[src/rtl/row_write_ctrl_pkg.sv]
// Shared types and constants for the row write controller.
package row_write_ctrl_pkg;

    localparam int unsigned ROWS   = 8;
    localparam int unsigned WIDTH  = 8;
    localparam int unsigned ADDR_W = $clog2(ROWS);

    localparam logic OP_WRITE = 1'b0;
    localparam logic OP_CLEAR = 1'b1;

    typedef enum logic [1:0] {
        IDLE  = 2'd0,
        WRITE = 2'd1,
        CLEAR = 2'd2
    } state_t;

endpackage

[src/rtl/row_write_ctrl_counter.sv]
// Sweep counter for the clear-all operation; holds at its terminal value.
module row_counter
    import row_write_ctrl_pkg::*;
#(
    parameter int unsigned W = ADDR_W
) (
    input  logic         clk,
    input  logic         rst,
    input  logic         en,
    input  logic         clr,
    output logic [W-1:0] cnt,
    output logic         tc_c
);

    // Count register: clear has priority so every sweep starts from row 0
    always_ff @(posedge clk or posedge rst) begin
        if (rst) begin
            cnt <= '0;
        end else if (clr) begin
            cnt <= '0;
        end else if (en) begin
            cnt <= cnt + W'(1);
        end
    end

    assign tc_c = &cnt;

endmodule

[src/rtl/row_write_ctrl.sv]
// Row write controller: single-row writes and an 8-row clear sweep into a decoded register file.
module row_write_ctrl #(
    parameter int unsigned ROWS  = row_write_ctrl_pkg::ROWS,
    parameter int unsigned WIDTH = row_write_ctrl_pkg::WIDTH
) (
    input  logic                     clk,
    input  logic                     rst,
    input  logic                     req_valid,
    output logic                     req_ready,
    input  logic                     req_op,
    input  logic [$clog2(ROWS)-1:0]  req_addr,
    input  logic [WIDTH-1:0]         req_data,
    output logic [$clog2(ROWS)-1:0]  addr,
    output logic                     nen,
    output logic [WIDTH-1:0]         din,
    output logic                     ld,
    output logic                     busy,
    output logic                     done
);
    import row_write_ctrl_pkg::*;

    localparam int unsigned AW = $clog2(ROWS);

    state_t          state;
    logic            accept;
    logic [AW-1:0]   cnt;
    logic            cnt_tc;

    assign accept = req_valid && req_ready;

    row_counter #(
        .W (AW)
    ) u_row_counter (
        .clk  (clk),
        .rst  (rst),
        .en   ((state == CLEAR) && !cnt_tc),
        .clr  (accept),
        .cnt  (cnt),
        .tc_c (cnt_tc)
    );

    // FSM with registered outputs; addr/din flops also act as the request capture registers
    always_ff @(posedge clk or posedge rst) begin
        if (rst) begin
            state     <= IDLE;
            req_ready <= 1'b1;
            busy      <= 1'b0;
            addr      <= '0;
            din       <= '0;
            nen       <= 1'b1;
            ld        <= 1'b0;
            done      <= 1'b0;
        end else begin
            addr <= '0;
            din  <= '0;
            nen  <= 1'b1;
            ld   <= 1'b0;
            done <= 1'b0;
            unique case (state)
                IDLE: begin
                    if (accept) begin
                        req_ready <= 1'b0;
                        busy      <= 1'b1;
                        nen       <= 1'b0;
                        ld        <= 1'b1;
                        unique case (req_op)
                            OP_WRITE: begin
                                state <= WRITE;
                                addr  <= req_addr;
                                din   <= req_data;
                                done  <= 1'b1;
                            end
                            OP_CLEAR: begin
                                state <= CLEAR;
                            end
                        endcase
                    end
                end
                WRITE: begin
                    state     <= IDLE;
                    req_ready <= 1'b1;
                    busy      <= 1'b0;
                end
                CLEAR: begin
                    if (cnt_tc) begin
                        state     <= IDLE;
                        req_ready <= 1'b1;
                        busy      <= 1'b0;
                    end else begin
                        nen  <= 1'b0;
                        ld   <= 1'b1;
                        addr <= cnt + AW'(1);
                        done <= (cnt == AW'(ROWS - 2));
                    end
                end
                default: begin
                    state     <= IDLE;
                    req_ready <= 1'b1;
                    busy      <= 1'b0;
                end
            endcase
        end
    end

endmodule

[config.mk]
export PLATFORM = sky130hd
export DESIGN_NAME = row_write_ctrl
export DESIGN_NICKNAME = d
export VERILOG_FILES = /design/src/rtl/row_write_ctrl_pkg.sv /design/src/rtl/row_write_ctrl_counter.sv /design/src/rtl/row_write_ctrl.sv
export SDC_FILE = /design/constraint.sdc
export NUM_CORES = 1
export LEC_CHECK = 0
export BUFFER_PORTS_ARGS = -buffer_cell sky130_fd_sc_hd__buf_2
export CAP_MARGIN = 20
export CORE_MARGIN = 4
export CORE_UTILIZATION = 52
export DETAILED_ROUTE_END_ITERATION = 8
export HOLD_SLACK_MARGIN = 0.15
export PLACE_DENSITY = 0.79
export RECOVER_POWER = 50
export SETUP_SLACK_MARGIN = 0.4
export SYNTH_ARGS = -nofsm -noshare
export SYNTH_HDL_FRONTEND = slang
export SYNTH_SLANG_ARGS = --single-unit
[constraint.sdc]
create_clock -name clk -period 3.8 [get_ports clk]
set_input_delay 0.19 -clock clk [delete_from_list [all_inputs] [get_ports clk]]
set_output_delay 0.19 -clock clk [all_outputs]
set_load 0.01 [all_outputs]
== Yosys cells after proc, flatten, opt, wreduce, memory -nomap -nowiden ==
Index checks and enable logic that the tools add are counted.

* Bits in registers: 21
* Bits of input ports: 15
* Word-level logic and storage cells: 51

* Reduce and logical (&&, ||, !) cells: 7
* Add/sub/neg operators: 1
* Bitwise gates (word level): 1
* Mux-type cells: 29
* Equal/unequal tests: 4

{| class="wikitable"
|+ Operators with widths
! operator !! number
|-
| $mux W8 || 3
|-
| $mux W3 || 5
|-
| $mux W1 || 11
|-
| $pmux W1 S2 || 5
|-
| $pmux W2 S2 || 2
|-
| $pmux W3 S2 || 1
|-
| $mux W2 || 2
|-
| $ne A2 B2 Y1 const B || 2
|-
| $add A3 B1 Y3 const B || 1
|-
| $eq A3 B3 Y1 const B || 1
|-
| $reduce_and A3 Y1 || 1
|-
| $eq A2 B2 Y1 const B || 1
|-
| $logic_and A1 B1 Y1 || 2
|-
| $logic_not A2 Y1 || 1
|-
| $reduce_and A2 Y1 || 1
|-
| $reduce_bool A2 Y1 || 1
|-
| $logic_not A1 Y1 || 1
|-
| $not A1 Y1 || 1
|}

== Logic depth before layout (Yosys ltp) ==
Gate-level depths: netlist of run 1.

* Depth in word-level cells: 5
* Gate-level depth with buffers: 4
* Gate-level depth less buffers: 4

== Hierarchy ==
Synthesis of run 1 repeated with hierarchy kept, for this count alone.

* Cell total of the unflattened synthesis: 65
* Area total of the unflattened synthesis: 854.6 µm²

{| class="wikitable"
|+ Modules (own cells, without submodules)
! module !! sequential area each (µm²) !! times used !! area each (µm²) !! cells each
|-
| row_write_ctrl || 452.9 || 1 || 710.7 || 53
|-
| row_counter || 75.1 || 1 || 143.9 || 12
|}

== Least setup slack after synthesis of run 1 ==
Ideal clock, no wire load.

* Path kind: reg-to-reg
* Start point: reg u_row_counter.cnt[0]
* End point: reg u_row_counter.cnt[0]
* Cell stages (with the launch flop): 5
* Path buffers: 0
* Slack: 2.288 ns
* Setup time: 0.125 ns
* Arrival: 1.387 ns
* Clock period less this slack: 1.512 ns
* Cell sequence: dfrtp_1 ha_1 ha_1 nor3b_4 mux2_2

* Cells in the longest elaborated chain, start to end: 4
* Elaborated cells on any way between the ends: 7

{| class="wikitable"
|+ RTL lines
! element !! line !! text
|-
| from (decl) || row_write_ctrl_counter.sv:11 || <nowiki>output logic [W-1:0] cnt,</nowiki>
|-
| from (signal assigned) || row_write_ctrl_counter.sv:22 || <nowiki>cnt <= cnt + W'(1);</nowiki>
|-
| parallel branches: the longest is 4 deep, another holds $add A3 B1 Y3 || -- ||
|}

Several ways; the timed one is not identified. The select of a mux whose other input is x is not followed.
A chain may end at the register's enable or synchronous reset.

== Worst setup path in the final report of run 1 ==
* Start point: reg req_ready
* End point: reg addr[0]

* Cells in the longest elaborated chain, start to end: 3

{| class="wikitable"
|+ RTL lines
! element !! line !! text
|-
| from (decl) || row_write_ctrl.sv:9 || <nowiki>output logic req_ready,</nowiki>
|-
| from (signal assigned) || row_write_ctrl.sv:46 || <nowiki>req_ready <= 1'b1;</nowiki>
|-
| from (signal assigned) || row_write_ctrl.sv:62 || <nowiki>req_ready <= 1'b0;</nowiki>
|-
| from (signal assigned) || row_write_ctrl.sv:81 || <nowiki>req_ready <= 1'b1;</nowiki>
|-
| $logic_and A1 B1 Y1 || row_write_ctrl.sv:29 || <nowiki>assign accept = req_valid && req_ready;</nowiki>
|-
| $mux W3 || row_write_ctrl.sv:61 || <nowiki>if (accept) begin</nowiki>
|-
| $pmux W3 S2 || row_write_ctrl.sv:59 || <nowiki>unique case (state)</nowiki>
|-
| to (signal assigned) || row_write_ctrl.sv:69 || <nowiki>addr <= req_addr;</nowiki>
|-
| to (signal assigned) || row_write_ctrl.sv:92 || <nowiki>addr <= cnt + AW'(1);</nowiki>
|-
| to (decl) || row_write_ctrl.sv:13 || <nowiki>output logic [$clog2(ROWS)-1:0] addr,</nowiki>
|}

Every way passes these cells.

==> results.json, run 1 <==
{
  "placed_area_um2": 1080,
  "finalMaxSlewViolations": 0,
  "clk_pin_slew_ns": 0.11,
  "end_kind": "flip-flop",
  "cts_root_buf": "clkbuf_4",
  "fin_tns_setup_ns": 0,
  "crit_chain": "nand3b_1 > o32ai_1",
  "numCtsBuffers": 3,
  "synth_adder_area_share": 0.0400,
  "dieWidth_um": 50.5,
  "pre_cts_slack_ns": 2.19,
  "cts_tree": "yes",
  "leakagePower_nw": 0.593,
  "overflow": 0,
  "period_share": 0.452,
  "grt_pass1_wl_um": 3170,
  "firstDrtPassIters": 4,
  "post_route_cells_drive_above_1_share": 0.223,
  "fmax_mhz": 582,
  "dieArea_um2": 2550,
  "core-area_um2": 1730,
  "synth_top_family_by_area": "simple AND/OR/NAND/NOR gates",
  "cts-htree-levels": 1,
  "synth-compound-area-share": 0.124,
  "ant_nets": 0,
  "area_delta_synth_final_pct": 27.7,
  "n_antenna_cell": 0,
  "synth-simple-area-share": 0.145,
  "ys.warnings.count": 0,
  "hold_slack_ns": 0.169,
  "path_max_fanout": 16,
  "hold_path_class": "primary input to flip-flop",
  "crit_family": "flip-flops",
  "cp_slowest_cell": "dfstp_1",
  "place_congestion": 0.775,
  "routed_wl_um": 1800,
  "rsz0062_at_grt": "no",
  "num_rows": 15,
  "critPathBufInv": 0,
  "slowest_delay_ns": 0.70,
  "syn-num-nets": 98,
  "drt_iter0_markers": 4,
  "syn_area_um2": 938,
  "postLayoutCellArea_um2": 1200,
  "port-buffer-count": 30,
  "dp_hpwl_um": 1220,
  "period_needed_ns": 1.72,
  "worst_pin_slew_ns": 0.771,
  "synth_mux_area_frac": 0.0360,
  "clock_skew_ns": 0.000958,
  "p_per_area_nw_per_um2": 580,
  "avgSynthCellArea_um2": 11.7,
  "syn_inst": 80,
  "final_cell_mix": "dfrtp_1, buf_2, clkbuf_1, inv_1, dlygate4sd3_1",
  "io-pin-count": 31,
  "worst_slack_ns": 2.08,
  "insertion_delay_ns": 0.30,
  "ys_ff_latch": 21,
  "drc_errors": 0,
  "grtUsageTotal": 0.164,
  "grt_max_degree": 22,
  "cts.sinks": 21,
  "finalSetupViolCount": 0,
  "first_global_vias": 738,
  "path_class": "flip-flop to flip-flop",
  "grt_antenna_before_repair": 0,
  "clockBufferDepth": 2,
  "critPathRequiredTime_ns": 4.00,
  "seq_area_frac_synth": 0.563,
  "cp-start-kind": "flip-flop",
  "layout_commonest_cell": "dfrtp_1",
  "wire_per_inst_um": 12.3,
  "ys_types": 26,
  "cts_resized": 0,
  "synth_xor_xnor_area_share": 0,
  "fillers": 150,
  "fp.dieH_um": 50.5,
  "arrival_ns": 1.92,
  "status": "finished clean",
  "post_drt_via_cell_ratio": 4.83,
  "slew-limit-headroom": 0.485,
  "cap_viol_max_count": 0,
  "nets": 140,
  "vias": 705,
  "finalHoldViolCount": 0,
  "postCtsSetupBuffers": 0,
  "start_util": 0.543,
  "ir_drop_mv": 0.382
}
## logic make-up after synthesis
kind of cell    count (synthesis)
flops                          21
mux                             3
compound gates                 17
simple gates                   18
buf+inv                        18
fa+ha+maj                       3
## per-stage QoR
| step | total power, mW | instances | utilization |
|---|---|---|---|
| after detailed placement | 0.602 | 130 | 0.627 |
| after global placement | 0.589 | 130 | 0.627 |
| after global routing | 0.750 | 146 | 0.694 |
| after floorplan | 0.523 | 80 | - |
| after CTS | 0.718 | 146 | 0.712 |
| final | 0.695 | 146 | 0.694 |
## cell type report
type / count / area [um2] / area share
clock buffers: 3 / 22.5 / 0.0188
clock inverters: 1 / 5.00 / 0.00418
inverters: 13 / 48.8 / 0.0407
multi-input cells: 41 / 312 / 0.260
flip-flops and latches: 21 / 528 / 0.441
well taps: 25 / 31.3 / 0.0261
repair buffers: 42 / 251 / 0.210
## timing repair
item / in CTS / in global routing
endpoints found under the hold margin: 30 / 0
hold buffers: 12 / 0
setup endpoints to repair: 0 / 0
## synthesized netlist by cell type
cell,n,area share
mux2_2,3,0.036
or2_4,1,0.0093
inv_1,13,0.052
buf_6,2,0.024
nand4b_1,1,0.0093
o31ai_1,1,0.0080
nor3_1,8,0.043
a21oi_1,6,0.032
or2b_1,1,0.0080
a21boi_0,4,0.032
nor2_1,1,0.0040
a21bo_2,1,0.011
or3b_1,1,0.0093
ha_1,3,0.040
buf_2,3,0.016
nand3b_4,1,0.021
nand3b_1,1,0.0080
nor3b_4,1,0.020
dfrtp_1,19,0.51
dfstp_2,2,0.056
nand2_1,1,0.0040
o21bai_1,1,0.0080
o32ai_1,2,0.019
o22ai_1,1,0.0067
and2b_2,1,0.0093
a21o_1,1,0.0080
## path summary, 6_finish.rpt
kind                                 startpoint       end  slack, ns  depth (start not counted)
max in group asynchronous                   rst        ld       2.77                          3
min                                      req_op  state[1]       0.17                          3
max reg2reg                           req_ready   addr[0]       2.08                          2
min in group asynchronous                   rst    din[6]       0.55                          3
min reg2reg                u_row_counter.cnt[0]   addr[0]       0.55                          1
max                                   req_ready   addr[0]       2.08                          2
## where the power goes
group	leakage, nW	total, mW	internal [mW]	switching [mW]
Sequential	0.275	0.333	0.287	0.0459
Combinational	0.300	0.256	0.133	0.122
Clock	0.0177	0.107	0.0393	0.0673
## layer usage
layer / up-vias / GRT usage / share of wire
li1: 349 / - / -
met1: 335 / 0.207 / 0.46
met2: 19 / 0.270 / 0.47
met3: 2 / 0.0386 / 0.055
met4: 0 / 0.0673 / 0.0078
met5: - / 0 / 0
## registers in the layout (all words and copies together), names as in the netlist
name,cells
addr,3
busy,1
din,8
done,1
ld,1
nen,1
req_ready,1
state,2
u_row_counter.cnt,3
## tightest hold or removal path, stage by stage
cell and delay (ns):
buf_2 0.11, nand4b_1 0.08, a21oi_1 0.06
Power figures use the tool's default switching activity.
==> run 2, diff against run 1 <==
- CORE_UTILIZATION: 52 -> 48
- PLACE_DENSITY: 0.79 -> 0.73
- clock period: 3.8 -> 1.6 ns (I/O delays scaled with it)
==> run 2 against run 1 <==
- design area increased by 17%
- wire length increased by 21%
- final cell count increased by 8.2%
- power increased to 2.9 times the previous value
- clock power increased by 130%
- sequential power increased by 140%
- core utilization increased by 9.1 points
==> results.json, run 2 (synthesized netlist as in run 1, its figures left out) <==
{
  "period_share": 0.940,
  "finalSetupViolCount": 0,
  "cts.sinks": 21,
  "cap_viol_max_count": 0,
  "grt_max_degree": 22,
  "port-buffer-count": 30,
  "startpoint": "u_row_counter.cnt[0]",
  "wl_met3_um": 120,
  "p_clk_frac": 0.123,
  "nets": 152,
  "core-area_um2": 1780,
  "clockBufferDepth": 2,
  "cts_tree": "yes",
  "fp.dieH_um": 52.2,
  "path_class": "flip-flop to flip-flop",
  "ir_drop_mv": 0.932,
  "grtUsageTotal": 0.174,
  "slowest_delay_ns": 0.40,
  "crit_end": "u_row_counter.cnt[1]",
  "power_mw": 2.02,
  "first_global_vias": 793,
  "drt_iter0_markers": 5,
  "period_needed_ns": 1.50,
  "path_max_fanout": 3,
  "clk_pin_slew_ns": 0.12,
  "cts_root_buf": "clkbuf_4",
  "crit_family": "flip-flops",
  "post_drt_via_cell_ratio": 4.85,
  "fmax_mhz": 665,
  "top_regs": "din x8, addr x3, u_row_counter.cnt x3",
  "rr_startpoint": "u_row_counter.cnt[0]",
  "cp.depth": 4,
  "dieWidth_um": 52.2,
  "vias": 766,
  "start_util": 0.526,
  "place_congestion": 0.699,
  "firstDrtPassIters": 4,
  "status": "finished clean",
  "grt_antenna_before_repair": 0,
  "fin_tns_setup_ns": 0,
  "ant_nets": 0,
  "drc_errors": 0,
  "cp-start-kind": "flip-flop",
  "finalMaxSlewViolations": 0,
  "dp_hpwl_um": 1200,
  "cp_slowest_cell": "dfrtp_1",
  "numCtsBuffers": 3,
  "overflow": 0,
  "area_delta_synth_final_pct": 49.2,
  "final_cell_mix": "buf_2, dfrtp_1, dlygate4sd3_1, inv_1, clkbuf_1",
  "hold_path_class": "primary input to flip-flop",
  "p_per_area_nw_per_um2": 1440,
  "critPathBufInv": 0,
  "r2r_end": "u_row_counter.cnt[1]",
  "worst_pin_slew_ns": 1.05,
  "post_route_cells_drive_above_1_share": 0.421,
  "routed_wl_um": 2180,
  "insertion_delay_ns": 0.30,
  "wl_met2_um": 1200,
  "leakagePower_nw": 0.711,
  "dieArea_um2": 2730,
  "r2r_slack_ns": 0.1,
  "end_kind": "flip-flop",
  "finalHoldViolCount": 0,
  "layout_commonest_cell": "buf_2",
  "postLayoutCellArea_um2": 1400,
  "wire_per_inst_um": 13.8,
  "n_antenna_cell": 0,
  "seqPwrFrac": 0.394,
  "instances_no_fill": 158,
  "clock_skew_ns": 0.00549,
  "rsz0062_at_grt": "yes",
  "placed_area_um2": 1100,
  "wirelength_met1_um": 848,
  "cts-htree-levels": 1,
  "hold_slack_ns": 0.535,
  "power.internal_mw": 1.35,
  "dp_cells": 131,
  "p_sw_uw": 670,
  "worstRegToRegCells": 4,
  "num_rows": 15,
  "arrival_ns": 1.69,
  "grt_pass1_wl_um": 3530,
  "critPathRequiredTime_ns": 1.79,
  "pwr-share-comb": 0.483,
  "crit_chain": "ha_2 > ha_4 > nor3b_4 > mux2_4",
  "top_layer_used": "met4",
  "largest_reg_flops": 8,
  "slew-limit-headroom": 0.299,
  "largest-register": "din",
  "switching_share": 0.332,
  "io-pin-count": 31
}
==> run 2: area by class of cell <==
class / instances / area (um2)
Fill cell: 118 / 383
Multi-Input combinational cell: 41 / 394
Clock inverter: 1 / 5.00
Timing Repair Buffer: 54 / 370
Inverter: 13 / 48.8
Sequential cell: 21 / 528
Clock buffer: 3 / 22.5
Tap cell: 25 / 31.3
==> run 2: metal layers <==
metal / vias to the layer above / global-route usage
met5: - / 0
met4: 0 / 0.0255
met3: 2 / 0.0370
met2: 20 / 0.324
met1: 368 / 0.208
li1: 376 / -
==> run 2: worst min path at each step <==
| stage | start | to | slack, ns | cells past startpoint |
|---|---|---|---|---|
| after global routing | req_data[4] | din[4] | 0.54 | 4 |
| after global placement | rst | din[6] | 0.11 | 3 |
| after detailed placement | rst | din[2] | 0.12 | 3 |
| final | req_data[6] | din[6] | 0.53 | 4 |
| after CTS | rst | din[2] | 0.33 | 4 |
| after floorplan | rst | addr[0] | 0.06 | 1 |
==> run 2: power groups by stage <==
stage / sequential, mW / clock, mW / combinational (mW)
2_1_floorplan: 0.819 / 0 / 0.455
5_1_grt: 0.814 / 0.289 / 1.06
6_report: 0.794 / 0.248 / 0.975
3_3_place_gp: 0.804 / 0 / 0.622
3_5_place_dp: 0.812 / 0 / 0.631
4_1_cts: 0.781 / 0.265 / 0.837
==> run 2: metrics by stage <==
stage	worst slack, ns	utilization
6_report	0.0965	0.785
5_1_grt	0.0619	0.785
4_1_cts	0.106	0.750
3_5_place_dp	0.0640	0.620
3_3_place_gp	0.120	0.620
2_1_floorplan	0.160	-
==> run 2: repair_timing <==
| item | 4_1_cts | 5_1_grt |
|---|---|---|
| gates resized for setup | 5 | 8 |
| buffers inserted | 4 | 5 |
| hold buffers | 14 | 0 |
| pin swaps | 4 | 4 |
| endpoints found under the hold margin | 34 | 0 |
| endpoints found under the setup margin | 12 | 17 |
==> run 2: worst min-delay path, delay by kind of cell <==
kind          cells  cell delay, ns
simple gates      1            0.04
buf+inv           3            0.69
